### src/rtl/regfile_arb.sv
// regfile_arb: two-master round-robin sequencer in front of a single-port regfile.
// Each master issues one access via a req/ack handshake. The winner's wr/addr/wdata
// drive the regfile. Read data is registered into that master's rdata, and the
// master gets a one-cycle ack.
//   clk, reset_           rising-edge clock, asynchronous active-low reset
//   mX_req/wr/addr/wdata  master request; held stable until mX_ack
//   mX_ack                one-cycle completion pulse
//   mX_rdata              read data, held until that master's next read ack
//   rf_we_/addr/din       regfile write strobe (active-low), address, write data
//   rf_dout               regfile read data (READ_LAT cycles after rf_addr)
//   busy                  high whenever the sequencer is not idle
module regfile_arb #(
  parameter int unsigned ADDR_W   = 4,
  parameter int unsigned DATA_W   = 8,
  parameter int unsigned READ_LAT = 0
) (
  input  logic              clk,
  input  logic              reset_,
  input  logic              m0_req,
  input  logic              m0_wr,
  input  logic [ADDR_W-1:0] m0_addr,
  input  logic [DATA_W-1:0] m0_wdata,
  output logic              m0_ack,
  output logic [DATA_W-1:0] m0_rdata,
  input  logic              m1_req,
  input  logic              m1_wr,
  input  logic [ADDR_W-1:0] m1_addr,
  input  logic [DATA_W-1:0] m1_wdata,
  output logic              m1_ack,
  output logic [DATA_W-1:0] m1_rdata,
  output logic              rf_we_,
  output logic [ADDR_W-1:0] rf_addr,
  output logic [DATA_W-1:0] rf_din,
  input  logic [DATA_W-1:0] rf_dout,
  output logic              busy
);

  typedef enum logic [1:0] {
    S_IDLE   = 2'd0,
    S_ACCESS = 2'd1,
    S_WAIT   = 2'd2,
    S_ACK    = 2'd3
  } state_t;

  state_t              r_state, w_state_nxt;
  logic                r_last_gnt, w_last_gnt_nxt;  // 0 = M0, 1 = M1
  logic                r_gnt, w_gnt_nxt;
  logic                r_wr, w_wr_nxt;
  logic                r_we_n, w_we_n_nxt;
  logic [ADDR_W-1:0]   r_addr, w_addr_nxt;
  logic [DATA_W-1:0]   r_din, w_din_nxt;
  logic                r_m0_ack, w_m0_ack_nxt;
  logic                r_m1_ack, w_m1_ack_nxt;
  logic [DATA_W-1:0]   r_m0_rdata, w_m0_rdata_nxt;
  logic [DATA_W-1:0]   r_m1_rdata, w_m1_rdata_nxt;
  logic                r_busy, w_busy_nxt;

  // Arbitration: a lone requester wins; on a tie the master that was not granted last wins
  logic                w_pick;
  logic                w_pick_wr;
  logic [ADDR_W-1:0]   w_pick_addr;
  logic [DATA_W-1:0]   w_pick_wdata;

  assign w_pick       = (m0_req && m1_req) ? ~r_last_gnt : m1_req;
  assign w_pick_wr    = w_pick ? m1_wr    : m0_wr;
  assign w_pick_addr  = w_pick ? m1_addr  : m0_addr;
  assign w_pick_wdata = w_pick ? m1_wdata : m0_wdata;

  // Next-state and next-output logic
  always_comb begin
    w_state_nxt    = r_state;
    w_last_gnt_nxt = r_last_gnt;
    w_gnt_nxt      = r_gnt;
    w_wr_nxt       = r_wr;
    w_we_n_nxt     = 1'b1;
    w_addr_nxt     = r_addr;
    w_din_nxt      = r_din;
    w_m0_ack_nxt   = 1'b0;
    w_m1_ack_nxt   = 1'b0;
    w_m0_rdata_nxt = r_m0_rdata;
    w_m1_rdata_nxt = r_m1_rdata;

    case (r_state)
      S_IDLE: begin
        if (m0_req || m1_req) begin
          w_gnt_nxt      = w_pick;
          w_last_gnt_nxt = w_pick;
          w_wr_nxt       = w_pick_wr;
          w_addr_nxt     = w_pick_addr;
          w_din_nxt      = w_pick_wdata;
          w_we_n_nxt     = ~w_pick_wr;
          w_state_nxt    = S_ACCESS;
        end
      end
      S_ACCESS: begin
        if (r_wr || (READ_LAT == 0)) begin
          // A zero-latency read has valid rf_dout during ACCESS itself
          if (!r_wr) begin
            if (r_gnt) w_m1_rdata_nxt = rf_dout;
            else       w_m0_rdata_nxt = rf_dout;
          end
          w_m0_ack_nxt = ~r_gnt;
          w_m1_ack_nxt = r_gnt;
          w_state_nxt  = S_ACK;
        end else begin
          w_state_nxt = S_WAIT;
        end
      end
      S_WAIT: begin
        if (r_gnt) w_m1_rdata_nxt = rf_dout;
        else       w_m0_rdata_nxt = rf_dout;
        w_m0_ack_nxt = ~r_gnt;
        w_m1_ack_nxt = r_gnt;
        w_state_nxt  = S_ACK;
      end
      S_ACK: begin
        w_state_nxt = S_IDLE;
      end
      default: begin
        w_state_nxt = S_IDLE;
      end
    endcase

    w_busy_nxt = (w_state_nxt != S_IDLE);
  end

  // State and output registers
  always_ff @(posedge clk or negedge reset_) begin
    if (!reset_) begin
      r_state    <= S_IDLE;
      r_last_gnt <= 1'b1;
      r_gnt      <= 1'b0;
      r_wr       <= 1'b0;
      r_we_n     <= 1'b1;
      r_addr     <= '0;
      r_din      <= '0;
      r_m0_ack   <= 1'b0;
      r_m1_ack   <= 1'b0;
      r_m0_rdata <= '0;
      r_m1_rdata <= '0;
      r_busy     <= 1'b0;
    end else begin
      r_state    <= w_state_nxt;
      r_last_gnt <= w_last_gnt_nxt;
      r_gnt      <= w_gnt_nxt;
      r_wr       <= w_wr_nxt;
      r_we_n     <= w_we_n_nxt;
      r_addr     <= w_addr_nxt;
      r_din      <= w_din_nxt;
      r_m0_ack   <= w_m0_ack_nxt;
      r_m1_ack   <= w_m1_ack_nxt;
      r_m0_rdata <= w_m0_rdata_nxt;
      r_m1_rdata <= w_m1_rdata_nxt;
      r_busy     <= w_busy_nxt;
    end
  end

  assign rf_we_   = r_we_n;
  assign rf_addr  = r_addr;
  assign rf_din   = r_din;
  assign m0_ack   = r_m0_ack;
  assign m1_ack   = r_m1_ack;
  assign m0_rdata = r_m0_rdata;
  assign m1_rdata = r_m1_rdata;
  assign busy     = r_busy;

endmodule

### config.mk
export PLATFORM = sky130hd
export DESIGN_NAME = regfile_arb
export DESIGN_NICKNAME = d
export VERILOG_FILES = /design/src/rtl/regfile_arb.sv
export SDC_FILE = /design/constraint.sdc
export NUM_CORES = 1
export LEC_CHECK = 0
export ABC_CLOCK_PERIOD_IN_PS = 1960
export BUFFER_PORTS_ARGS = -buffer_cell sky130_fd_sc_hd__buf_2
export CAP_MARGIN = 20
export CORE_UTILIZATION = 46
export CTS_CLUSTER_SIZE = 8
export DETAILED_ROUTE_END_ITERATION = 8
export PLACE_DENSITY_LB_ADDON = 0.25
export SLEW_MARGIN = 20
export SYNTH_ARGS = -nofsm -noshare
export SYNTH_HDL_FRONTEND = slang
export SYNTH_SLANG_ARGS = --single-unit
### constraint.sdc
create_clock -name clk -period 1.96 [get_ports clk]
set_input_delay 0.392 -clock clk [delete_from_list [all_inputs] [get_ports clk]]
set_output_delay 0.392 -clock clk [all_outputs]
set_load 0.01 [all_outputs]
==> flow_metrics.tcl <==
set metrics [dict create \
    post-cts-setup-buffers 0 \
    wirelength_um 3150 \
    drtIter0Drc 26 \
    clockRootBuffer "clkbuf_4" \
    power_w 0.00319 \
    cp_max_fo 8 \
    syn_inst 131 \
    grt_start_max_net_pins 38 \
    htree_levels 2 \
    wl_per_cell_um 12.7 \
    clock_skew_ns 0.00681 \
    synth_area_leaders "dfrtp_1 57%, mux2_2 12%, a21oi_1 8.8%" \
    endpoint_kind "register" \
    cts.path.max_buffers 2 \
    synth_nets 172 \
    hold_path.class "input port to asynchronous set/reset pin" \
    syn2layout_area_growth_pct 28.0 \
    clk_pin_slew_ns 0.11 \
    share_clk_of_total_power_pct 11.4 \
    ios 70 \
    finalCritPeriodShare_pct 84.7 \
    period_needed_ns 1.66 \
    start_util_pct 49.4 \
    critPathLaunchType "register" \
    arrival_ns 1.88 \
    maxUsedRoutingLayer "met4" \
    place_area_um2 1910 \
    final_antenna_net_count 0 \
    clock-sinks 37 \
    ys_seq_elements 37 \
    outcome "completed" \
    grt.overflow.total 0 \
    synth_top_area_share_pct 57.2 \
    yosysTopAreaCell "dfrtp_1" \
    setup_viol 0 \
    grt_use_total_pct 19.5 \
    ir_drop_mv 0.681 \
    dr.pass1.iters 4 \
    final_util_pct 63.2 \
    numCtsBuffers 5 \
    netlist_area_um2 1530 \
    yosys_warnings 0 \
    die_w_um 59.7 \
    wl_met2_um 1570 \
    vias 1219 \
    gp_congestion 0.763 \
    n_antenna_cell 0 \
    viasPerCell 4.92 \
    cts_tree "built" \
    drive_above_1_share_pct 48.5 \
    synth_area_per_cell_um2 11.7 \
    ctsHoldBuffers 0 \
    power.density_nw_per_um2 1630 \
    synth_cell_type_count 22 \
    p_int_w 0.00200 \
    wl_met3_um 194 \
    power.leakage_nw 0.977 \
    whs_ns 0.141 \
    grt_pass1_vias 1147 \
    met1_length_um 1340 \
    switching_share_pct 37.3 \
    fp.dieArea_um2 3560 \
    final-hold-violation-count 0 \
    critPathKind "register to register" \
    drv_cap 0 \
    nNetsFinal 244 \
    critPathRequiredTime_ns 2.18 \
    reg2reg_from "r_state[0]" \
    p_sw_w 0.00119 \
    grt_pass1_wl_um 4970 \
    worst_pin_slew_ns 0.957 \
    post_cts_resized 0 \
    p_comb_share_pct 46.0 \
    drc 0 \
    fp-row-count 20 \
    timing.fmax_ghz 0.602 \
    die_y_um 59.7 \
    max-slew-margin-rel_pct 35.8 \
    port_buffers 69 \
    hpwl_um 2290 \
    clock_latency_ns 0.32 \
    startpoint "r_state[0]" \
    core_um2 3100 \
    fin_area_um2 1960 \
    rsz0062_at_grt "no" \
    seq_area_frac_synth_pct 60.6 \
    slew_violations 0 \
    seq_power_share_pct 42.6 \
    antenna_found_initial 0 \
    setup_tns_ns 0 \
]
## state kept, by name, indices dropped and copies added, names as in the netlist
name	count
rf_din	8
r_state	2
r_gnt	1
rf_addr	4
rf_we_	1
m0_rdata	8
r_wr	1
m1_ack	1
r_last_gnt	1
m0_ack	1
m1_rdata	8
busy	1
## power groups by stage
stage,logic (W),registers (W),clock network [W]
CTS,0.00149,0.00136,0.000384
detailed placement,0.00148,0.00138,0
floorplan,0.000797,0.00152,0
finish,0.00147,0.00136,0.000365
global placement,0.00142,0.00135,0
global route,0.00164,0.00140,0.000409
## Yosys cell counts
cell,count
nand3b_2,1
nand2b_1,1
o21ai_1,1
nand2_1,14
nor2_1,15
a21bo_2,1
dfstp_2,2
o21ai_0,1
ha_1,3
dfrtp_1,35
buf_2,3
a31oi_1,1
buf_4,1
mux2i_1,1
a21boi_2,1
mux2_2,16
nor3b_4,1
a21oi_1,27
a22o_1,1
and2_1,1
o21a_2,1
inv_1,3
## cells in the final DEF (no fill, tap or decap)
| cell | instances |
|---|---|
| buf_2 | 69 |
| dfrtp_1 | 35 |
| a21oi_1 | 27 |
| mux2_2 | 16 |
| nor2_1 | 15 |
| nand2_1 | 14 |
| clkbuf_4 | 5 |
| inv_1 | 3 |
| ha_1 | 3 |
| clkinv_2 | 2 |
| dfstp_2 | 2 |
| o21a_2 | 1 |
| o21ai_0 | 1 |
| and2_1 | 1 |
| a21bo_2 | 1 |
| mux2i_1 | 1 |
| nand2b_1 | 1 |
| a21boi_2 | 1 |
| o21ai_1 | 1 |
| a31oi_1 | 1 |
| a22o_1 | 1 |
| nor3b_4 | 1 |
| nand3b_2 | 1 |
| clkbuf_1 | 1 |
## kinds of logic (layout without fill, tap and decap cells)
| group | Yosys count | count (layout) | share of synthesized area (%) |
|---|---|---|---|
| AND/OR/NAND/NOR | 33 | 33 | 9.89 |
| multiplexers | 17 | 17 | 12.4 |
| flip-flops | 37 | 37 | 60.6 |
| buffers and inverters | 7 | 80 | 2.21 |
| adder cells (fa/ha/maj) | 3 | 3 | 2.45 |
| AO/OA/AOI/OAI | 34 | 34 | 12.4 |
## routing by layer
layer | vias to the layer above | global-route usage (%)
met2 | 56 | 33.7
met4 | 0 | 9.97
met1 | 572 | 22.9
li1 | 587 | -
met5 | - | 0
met3 | 4 | 4.11
## final cells by class
class                   count  area (µm²)
clock buffers               6        41.3
well taps                  44        55.1
clock inverters             2        10.0
multi-input cells          87         569
repair buffers             69         345
inverters                   3        11.3
flip-flops and latches     37         928
fillers                   287        1140
## stage by stage
| step | setup WS, ns | std cells |
|---|---|---|
| 2_1_floorplan | 0.465 | 131 |
| 3_3_place_gp | 0.364 | 240 |
| 3_5_place_dp | 0.303 | 240 |
| 4_1_cts | 0.278 | 248 |
| 5_1_grt | 0.127 | 248 |
| 6_report | 0.299 | 248 |
## final timing paths
kind	cells after the start	slack [ns]	endpoint
worst max register to register	4	0.30	m0_rdata[3]
max in group asynchronous	1	1.32	busy
worst min-delay path	1	0.14	m1_ack
worst min register to register	1	0.51	m1_rdata[2]
worst max-delay path	4	0.30	m0_rdata[3]
min in group clk	2	0.27	r_last_gnt
## worst max-delay path, stage by stage (launching register included)
cell and delay (ns):
dfrtp_1 0.41, ha_1 0.22, nand2_1 0.10, nor3b_4 0.42
mux2_2 0.39
No activity file was read; power rests on OpenSTA's default activity.
